$ cat src/rtl/soc_reset_ctrl.sv
// Reset sequencer: merges POR, a debounced push-button, software and watchdog requests into one
// stretched, registered active-low soc reset. Watchdog is built only with SOC_RESET_CTRL_WDT_EN.
module soc_reset_ctrl #(
  parameter int unsigned HOLD_CYCLES     = 16,
  parameter int unsigned DEBOUNCE_CYCLES = 4,
  parameter int unsigned WDT_CYCLES      = 1024
) (
  input  logic       clk,
  input  logic       reset,
  input  logic       ext_rst_req,
  input  logic       sw_rst_req,
  input  logic       wdt_kick,
  output logic       soc_reset_n,
  output logic       busy,
  output logic [1:0] rst_cause,
  output logic [7:0] rst_count
);

  localparam int unsigned HoldW = $clog2(HOLD_CYCLES);
  // One extra code so the debounce count can sit at DEBOUNCE_CYCLES without wrapping.
  localparam int unsigned DebW  = $clog2(DEBOUNCE_CYCLES + 1);
  localparam logic [HoldW-1:0] HoldLast = HoldW'(HOLD_CYCLES - 1);
  localparam logic [DebW-1:0]  DebMax   = DebW'(DEBOUNCE_CYCLES);

  typedef enum logic {StHold, StRun} state_e;
  typedef enum logic [1:0] {
    CausePor = 2'b00,
    CauseExt = 2'b01,
    CauseSw  = 2'b10,
    CauseWdt = 2'b11
  } cause_e;

  state_e           state_q;
  logic [HoldW-1:0] hold_cnt_q;
  logic             soc_reset_n_q;
  logic [1:0]       rst_cause_q;
  logic [7:0]       rst_count_q;
  logic             hold_done;
  logic             wdt_fire;
  logic             any_req;

  // Push-button synchroniser and debounce
  logic            ext_s1_q, ext_s2_q, ext_db_q;
  logic [DebW-1:0] deb_cnt_q, deb_cnt_d;

  always_comb begin
    deb_cnt_d = deb_cnt_q;
    if (!ext_s2_q) begin
      deb_cnt_d = '0;
    end else if (deb_cnt_q != DebMax) begin
      deb_cnt_d = deb_cnt_q + 1'b1;
    end
  end

  always_ff @(posedge clk) begin
    if (reset) begin
      ext_s1_q  <= 1'b0;
      ext_s2_q  <= 1'b0;
      deb_cnt_q <= '0;
      ext_db_q  <= 1'b0;
    end else begin
      ext_s1_q  <= ext_rst_req;
      ext_s2_q  <= ext_s1_q;
      deb_cnt_q <= deb_cnt_d;
      ext_db_q  <= (deb_cnt_d == DebMax);
    end
  end

  assign hold_done = (state_q == StHold) && !ext_db_q && (hold_cnt_q == HoldLast);

`ifdef SOC_RESET_CTRL_WDT_EN
  localparam int unsigned WdtW = $clog2(WDT_CYCLES);
  localparam logic [WdtW-1:0] WdtLast = WdtW'(WDT_CYCLES - 1);

  logic [WdtW-1:0] wdt_cnt_q;

  // A kick on the expiry cycle wins over the timeout.
  assign wdt_fire = (state_q == StRun) && (wdt_cnt_q == WdtLast) && !wdt_kick;

  always_ff @(posedge clk) begin
    if (reset) begin
      wdt_cnt_q <= '0;
    end else if (state_q == StHold) begin
      if (hold_done) wdt_cnt_q <= '0;
    end else if (wdt_kick) begin
      wdt_cnt_q <= '0;
    end else if (wdt_cnt_q != WdtLast) begin
      wdt_cnt_q <= wdt_cnt_q + 1'b1;
    end
  end
`else
  logic unused_wdt;
  assign unused_wdt = wdt_kick ^ (WDT_CYCLES == 0);
  assign wdt_fire   = 1'b0;
`endif

  assign any_req = ext_db_q || sw_rst_req || wdt_fire;

  always_ff @(posedge clk) begin
    if (reset) begin
      state_q       <= StHold;
      hold_cnt_q    <= '0;
      soc_reset_n_q <= 1'b0;
      rst_cause_q   <= CausePor;
      rst_count_q   <= '0;
    end else begin
      unique case (state_q)
        StHold: begin
          // A held button keeps restarting the stretch.
          if (ext_db_q) begin
            hold_cnt_q <= '0;
          end else if (hold_done) begin
            state_q       <= StRun;
            soc_reset_n_q <= 1'b1;
          end else begin
            hold_cnt_q <= hold_cnt_q + 1'b1;
          end
        end
        StRun: begin
          if (any_req) begin
            state_q       <= StHold;
            hold_cnt_q    <= '0;
            soc_reset_n_q <= 1'b0;
            rst_cause_q   <= ext_db_q ? CauseExt : (sw_rst_req ? CauseSw : CauseWdt);
            if (rst_count_q != 8'hff) rst_count_q <= rst_count_q + 8'd1;
          end
        end
      endcase
    end
  end

  assign soc_reset_n = soc_reset_n_q;
  assign busy        = ~soc_reset_n_q;
  assign rst_cause   = rst_cause_q;
  assign rst_count   = rst_count_q;

endmodule

$ cat config.mk
export PLATFORM = sky130hd
export DESIGN_NAME = soc_reset_ctrl
export DESIGN_NICKNAME = d
export VERILOG_FILES = /design/src/rtl/soc_reset_ctrl.sv
export SDC_FILE = /design/constraint.sdc
export NUM_CORES = 1
export LEC_CHECK = 0
export CAP_MARGIN = 20
export CORE_UTILIZATION = 50
export DETAILED_ROUTE_END_ITERATION = 10
export GPL_TIMING_DRIVEN = 1
export PLACE_DENSITY_LB_ADDON = 0.2
export RECOVER_POWER = 50
export SETUP_SLACK_MARGIN = 0.1
export SKIP_LAST_GASP = 1
export SLEW_MARGIN = 10
export SYNTH_ARGS = -nofsm -noshare
export SYNTH_HDL_FRONTEND = slang
export SYNTH_SLANG_ARGS = --single-unit
$ cat constraint.sdc
create_clock -name clk -period 1.7 [get_ports clk]
set_input_delay 0.34 -clock clk [delete_from_list [all_inputs] [get_ports clk]]
set_output_delay 0.34 -clock clk [all_outputs]
set_load 0.05 [all_outputs]
## After elaboration in Yosys (flattened, before gate mapping)

Index checks and enable logic that the tools add are counted.

- Register bits: 22
- Input bits: 5
- Logic and storage cells: 46

- $add $sub $neg: 3
- Equality and inequality tests: 8
- Multiplexer cells: 16
- Bitwise operators: 2
- Reduce and logical (&&, ||, !) cells: 8

Operator list:

| kind | number |
|---|---|
| 4-bit two-way mux | 3 |
| 8-bit by 1-bit adder with 8-bit output, second input constant | 1 |
| 8-bit inequality test, second input constant | 1 |
| 4-bit one-hot mux with 2 select lines | 1 |
| 1-bit two-way mux | 7 |
| 3-bit two-way mux | 2 |
| 3-bit inequality test, second input constant | 2 |
| 3-bit AND reduction | 2 |
| 4-bit by 1-bit adder with 4-bit output, second input constant | 1 |
| 4-bit equality test, second input constant | 1 |
| 2-bit inequality test, second input constant | 2 |
| 1-bit one-hot mux with 2 select lines | 2 |
| 2-bit AND reduction | 2 |
| 3-bit by 1-bit adder with 3-bit output, second input constant | 1 |
| 3-bit equality test, second input constant | 1 |
| 1-bit logical AND | 2 |
| 2-bit two-way mux | 1 |
| 2-bit by 1-bit inequality test with 1-bit output, second input constant | 1 |
| 1-bit NOT | 2 |
| 1-bit logical NOT | 1 |
| 1-bit logical OR | 1 |

## Logic depth before layout (Yosys ltp)

Gate-level depths: netlist of the first run.

- Word-level depth: 6
- Mapped depth: 6
- Gate-level depth less buffers: 6

## Least setup slack after synthesis of the first run

No wires, ideal clock.

- Kind: reg2reg
- Start point: register rst_count_q[0] (netlist: rst_count[0])
- End point: register rst_count_q[7] (netlist: rst_count[7])
- Arrival: 1.633 ns
- Data required time: 1.579 ns
- Path slack: -0.054 ns
- Cell stages (with the launch flop): 6
- Clock period less this slack: 1.754 ns
- Path through: dfxtp_1 ha_1 nand3_2 o211ai_2 nor2_1 mux2_4

- Longest elaborated chain between the ends: 2
- Elaborated cells between the ends (all ways): 3

RTL lines:

| element | line | source |
|---|---|---|
| from (decl) | 37 | `logic [7:0] rst_count_q;` |
| from (signal assigned) | 125 | `if (rst_count_q != 8'hff) rst_count_q <= rst_count_q + 8'd1;` |
| parallel branches: the longest is 2 deep, another holds 8-bit by 1-bit adder with 8-bit output | n/a |  |

Several ways; the timed one is not identified.
A chain may end at the register's enable or synchronous reset.

## Worst setup path after layout of the first run

- Start point: register soc_reset_n_q (netlist: soc_reset_n)
- End point: output busy

- Longest elaborated chain between the ends: 1

RTL lines:

| element | line | source |
|---|---|---|
| from (decl) | 35 | `logic soc_reset_n_q;` |
| from (signal assigned) | 103 | `soc_reset_n_q <= 1'b0;` |
| from (signal assigned) | 114 | `soc_reset_n_q <= 1'b1;` |
| from (signal assigned) | 123 | `soc_reset_n_q <= 1'b0;` |
| 1-bit NOT | 133 | `assign busy = ~soc_reset_n_q;` |
| to (decl) | 14 | `output logic busy,` |

No other way between the ends.

==> results of run 1 <==
layout by cell type (no fill, tap or decap), types with 2 or more instances in the layout:
cell and instances:
nor3_1 5, and2_1 3, a31oi_1 2, ha_1 4, dfxtp_2 2, a21oi_1 3, clkbuf_4 3, a211oi_1 2
dfxtp_1 20, and3_1 2, clkdlybuf4s50_1 2, buf_4 8, inv_1 4, nand3_1 4, mux2i_1 3, nor2_1 16
xor2_1 6, clkbuf_1 8, buf_12 3, a22oi_1 2, nand2_1 5, nor2b_1 4
Yosys cell counts, types with 2 or more instances:
library cell / count / area, um^2
a211oi_1: 2 / 15.0
a21oi_1: 3 / 15.0
a22oi_1: 2 / 15.0
a31oi_1: 2 / 12.5
and2_1: 3 / 18.8
and3_1: 2 / 12.5
buf_2: 2 / 10.0
dfxtp_1: 22 / 440
ha_1: 4 / 50.1
inv_1: 4 / 15.0
mux2i_1: 3 / 30.0
nand2_1: 5 / 18.8
nand3_1: 4 / 20.0
nor2_1: 16 / 60.1
nor2b_1: 4 / 25.0
nor3_1: 4 / 20.0
xor2_1: 6 / 52.6
path summary, 6_finish.rpt:
| path | start | to |
|---|---|---|
| hold reg to reg | ext_s2_q | ext_db_q |
| hold / removal | ext_s2_q | ext_db_q |
| setup / recovery | soc_reset_n | busy |
| setup reg to reg | rst_count[0] | rst_count[7] |
stage by stage:
stage               setup WS [ps]  instances  util [%]  area, um^2
global placement             62.5        150      68.3        1230
finish                        185        154      69.3        1250
global route                  142        154      69.3        1250
CTS                           308        154      71.3        1280
detailed placement           32.6        150      68.3        1230
floorplan                     100        106         -        1000
registers in the layout, summed over array words and instances, names as in the netlist, 2 cells and up:
name        count
deb_cnt_q       3
rst_count       8
hold_cnt_q      4
rst_cause       2
power by group through the flow:
stage / clock network [mW] / logic [mW] / registers, mW
global route: 0.421 / 0.0443 / 0.533
finish: 0.395 / 0.0392 / 0.531
floorplan: 0 / 0.0252 / 0.541
CTS: 0.403 / 0.0424 / 0.531
detailed placement: 0 / 0.0421 / 0.543
global placement: 0 / 0.0404 / 0.542
layout make-up:
class | count | area (um^2) | share of cell area (%)
clock buffer | 3 | 22.5 | 1.80
timing repair buffer | 22 | 180 | 14.4
multi-input combinational | 76 | 523 | 41.9
tap | 25 | 31.3 | 2.51
sequential | 22 | 443 | 35.5
clock inverter | 1 | 30.0 | 2.40
inverter | 5 | 18.8 | 1.50
per-layer routing:
layer	vias up	track usage, %	wire length (um)
met5	-	0	0
met4	0	7.43	15
met3	2	4.23	34
met2	7	36.7	1020
met1	397	22.0	826
li1	416	-	-
cell families after synthesis:
family / count (synthesis)
and+or+nand+nor: 45
DFF: 22
AOI/OAI and AO/OA: 16
buffers and inverters: 8
xor gates and xnor gates: 7
muxes: 4
adders and majority gates: 4
==> summary.md, run 1 <==
| Metric | Value |
|---|---|
| Status | `complete, no violations` |
| Core region area | `0.00180 mm^2` |
| CTS buffer count | `3` |
| ANT cells | `0` |
| MaxCap Viol Count | `0` |
| Data arrival, critical path | `1170 ps` |
| Layout Nets | `139` |
| Critical Path RT | `1360 ps` |
| Vias in the first global route | `778` |
| Netlist cell types | `35` |
| Unrepaired setup endpoints after global routing | `no` |
| Ys async rst share | `0%` |
| Detailed placer's ending HPWL | `1.46 mm` |
| FP Rows | `15` |
| Worst path buffer plus inverter count | `2` |
| Critical path depth | `2` |
| DRT Wirelength | `1.89 mm` |
| Compound-cell area share of the yosys netlist | `12.4%` |
| Synth Area in Adders | `5.00%` |
| Routed vias/inst | `5.34` |
| I/O pin count | `17` |
| Crit path capture type | `output port` |
| Clk buf depth | `2` |
| Slowest CP cell | `clkbuf_1` |
| YS warnings | `0` |
| Syn Inst Count | `106` |
| Routability cong. | `0.735` |
| Leak | `0.513 nW` |
| Post-synth EDFFs | `0` |
| Combinational Power Share | `4.1%` |
| Period utilisation layout | `89.1%` |
| Post-CTS Setup Bufs | `0` |
| Clock root buffer master | `clkbuf_4` |
| Setup TNS | `0 ps` |
| Fillers | `163` |
| Power per cell area | `773 mW/mm^2` |
| First-pass GRT wire length | `3.07 mm` |
| Critical path class | `reg -> out` |
| Reg clk slew, reported paths | `130 ps` |
| Hold depth | `1` |
| Top FF cell, synth | `dfxtp_1` |
| Final setup fails | `0` |
| Register area share after synthesis | `44.0%` |
| Mean Syn Cell Area | `9.44 um^2` |
| Via count | `822` |
| VDD IR max | `0.544 mV` |
| Final Hold Viols | `0` |
| Cts hold-fix bufs | `0` |
| Startpoint types | `flip-flop` |
| Synth Area in XOR/XNOR | `6.12%` |
| Mux cell area share after synthesis | `4.50%` |
| All-Layer GR Usage | `19.8%` |
| Setup Skew | `13.1 ps` |
| Layout area overhead | `24.8%` |
| Worst hold slack | `454 ps` |
| R2R setup slack | `310 ps` |
| Syn nets | `115` |
| Largest net degree at the start of global routing | `14` |
| Min Clock Period, post-route | `1510 ps` |
| CP Max Fanout | `2` |
| Sw Ratio | `18.9%` |
| Share of cells above drive strength 1 | `17.8%` |
| CTS tree | `yes` |
| Post-synthesis simple-gate area fraction | `24.8%` |
| Crit path max-delay family | `buffers and inverters` |
| Switching power total | `0.182 mW` |
| Crit-path max cell delay | `460 ps` |
| Critical-path cell list | `inv_1 -> clkbuf_1` |
| Clk_lat worst skew | `310 ps` |
| Initial Utilization | `55.6%` |
| Max Slew Vio Count | `0` |
| Detailed Route Iter0 Violations | `12` |
| DIE WIDTH | `46.7 um` |
| Total chip power | `0.965 mW` |
| Port bufs | `15` |
| Antenna Nets Post-Route | `0` |
| Synth Register Bits | `22` |
| Antenna violations before repair | `0` |
| Int Power | `0.783 mW` |
| Largest family of logic cells by synthesized area | `simple AND/OR/NAND/NOR gates` |
| WL/cell | `12.3 um` |
| DIE AREA | `0.00218 mm^2` |
| Max-slew headroom | `60.4%` |
| Slew @ Worst Pin | `597 ps` |
| CTS sink count | `22` |
| H-tree depth | `1` |
| CTS resizes | `0` |
| Residual DRC | `0` |
| Synthesized area | `0.00100 mm^2` |
| Hold Crit Class | `reg -> reg` |
| GRT overflow | `0` |
| Clock Power Share | `40.9%` |
| Worst R2R Path Depth | `5` |
| Die height | `46.7 um` |
| Sequential share of power | `55.0%` |
| Pre-antenna DRT Iters | `4` |
| Fmax | `660 MHz` |
Power figures use the tool's default switching activity.
==> run 2: changes to the inputs <==
--- a/config.mk
+++ b/config.mk
@@ -5,6 +5,7 @@
 export SDC_FILE = /design/constraint.sdc
 export NUM_CORES = 1
 export LEC_CHECK = 0
+export ABC_CLOCK_PERIOD_IN_PS = 1700
 export CAP_MARGIN = 20
 export CORE_UTILIZATION = 50
 export DETAILED_ROUTE_END_ITERATION = 10
==> results of run 2 <==
The final DEF is identical to that of run 1; final timing and power are the same.
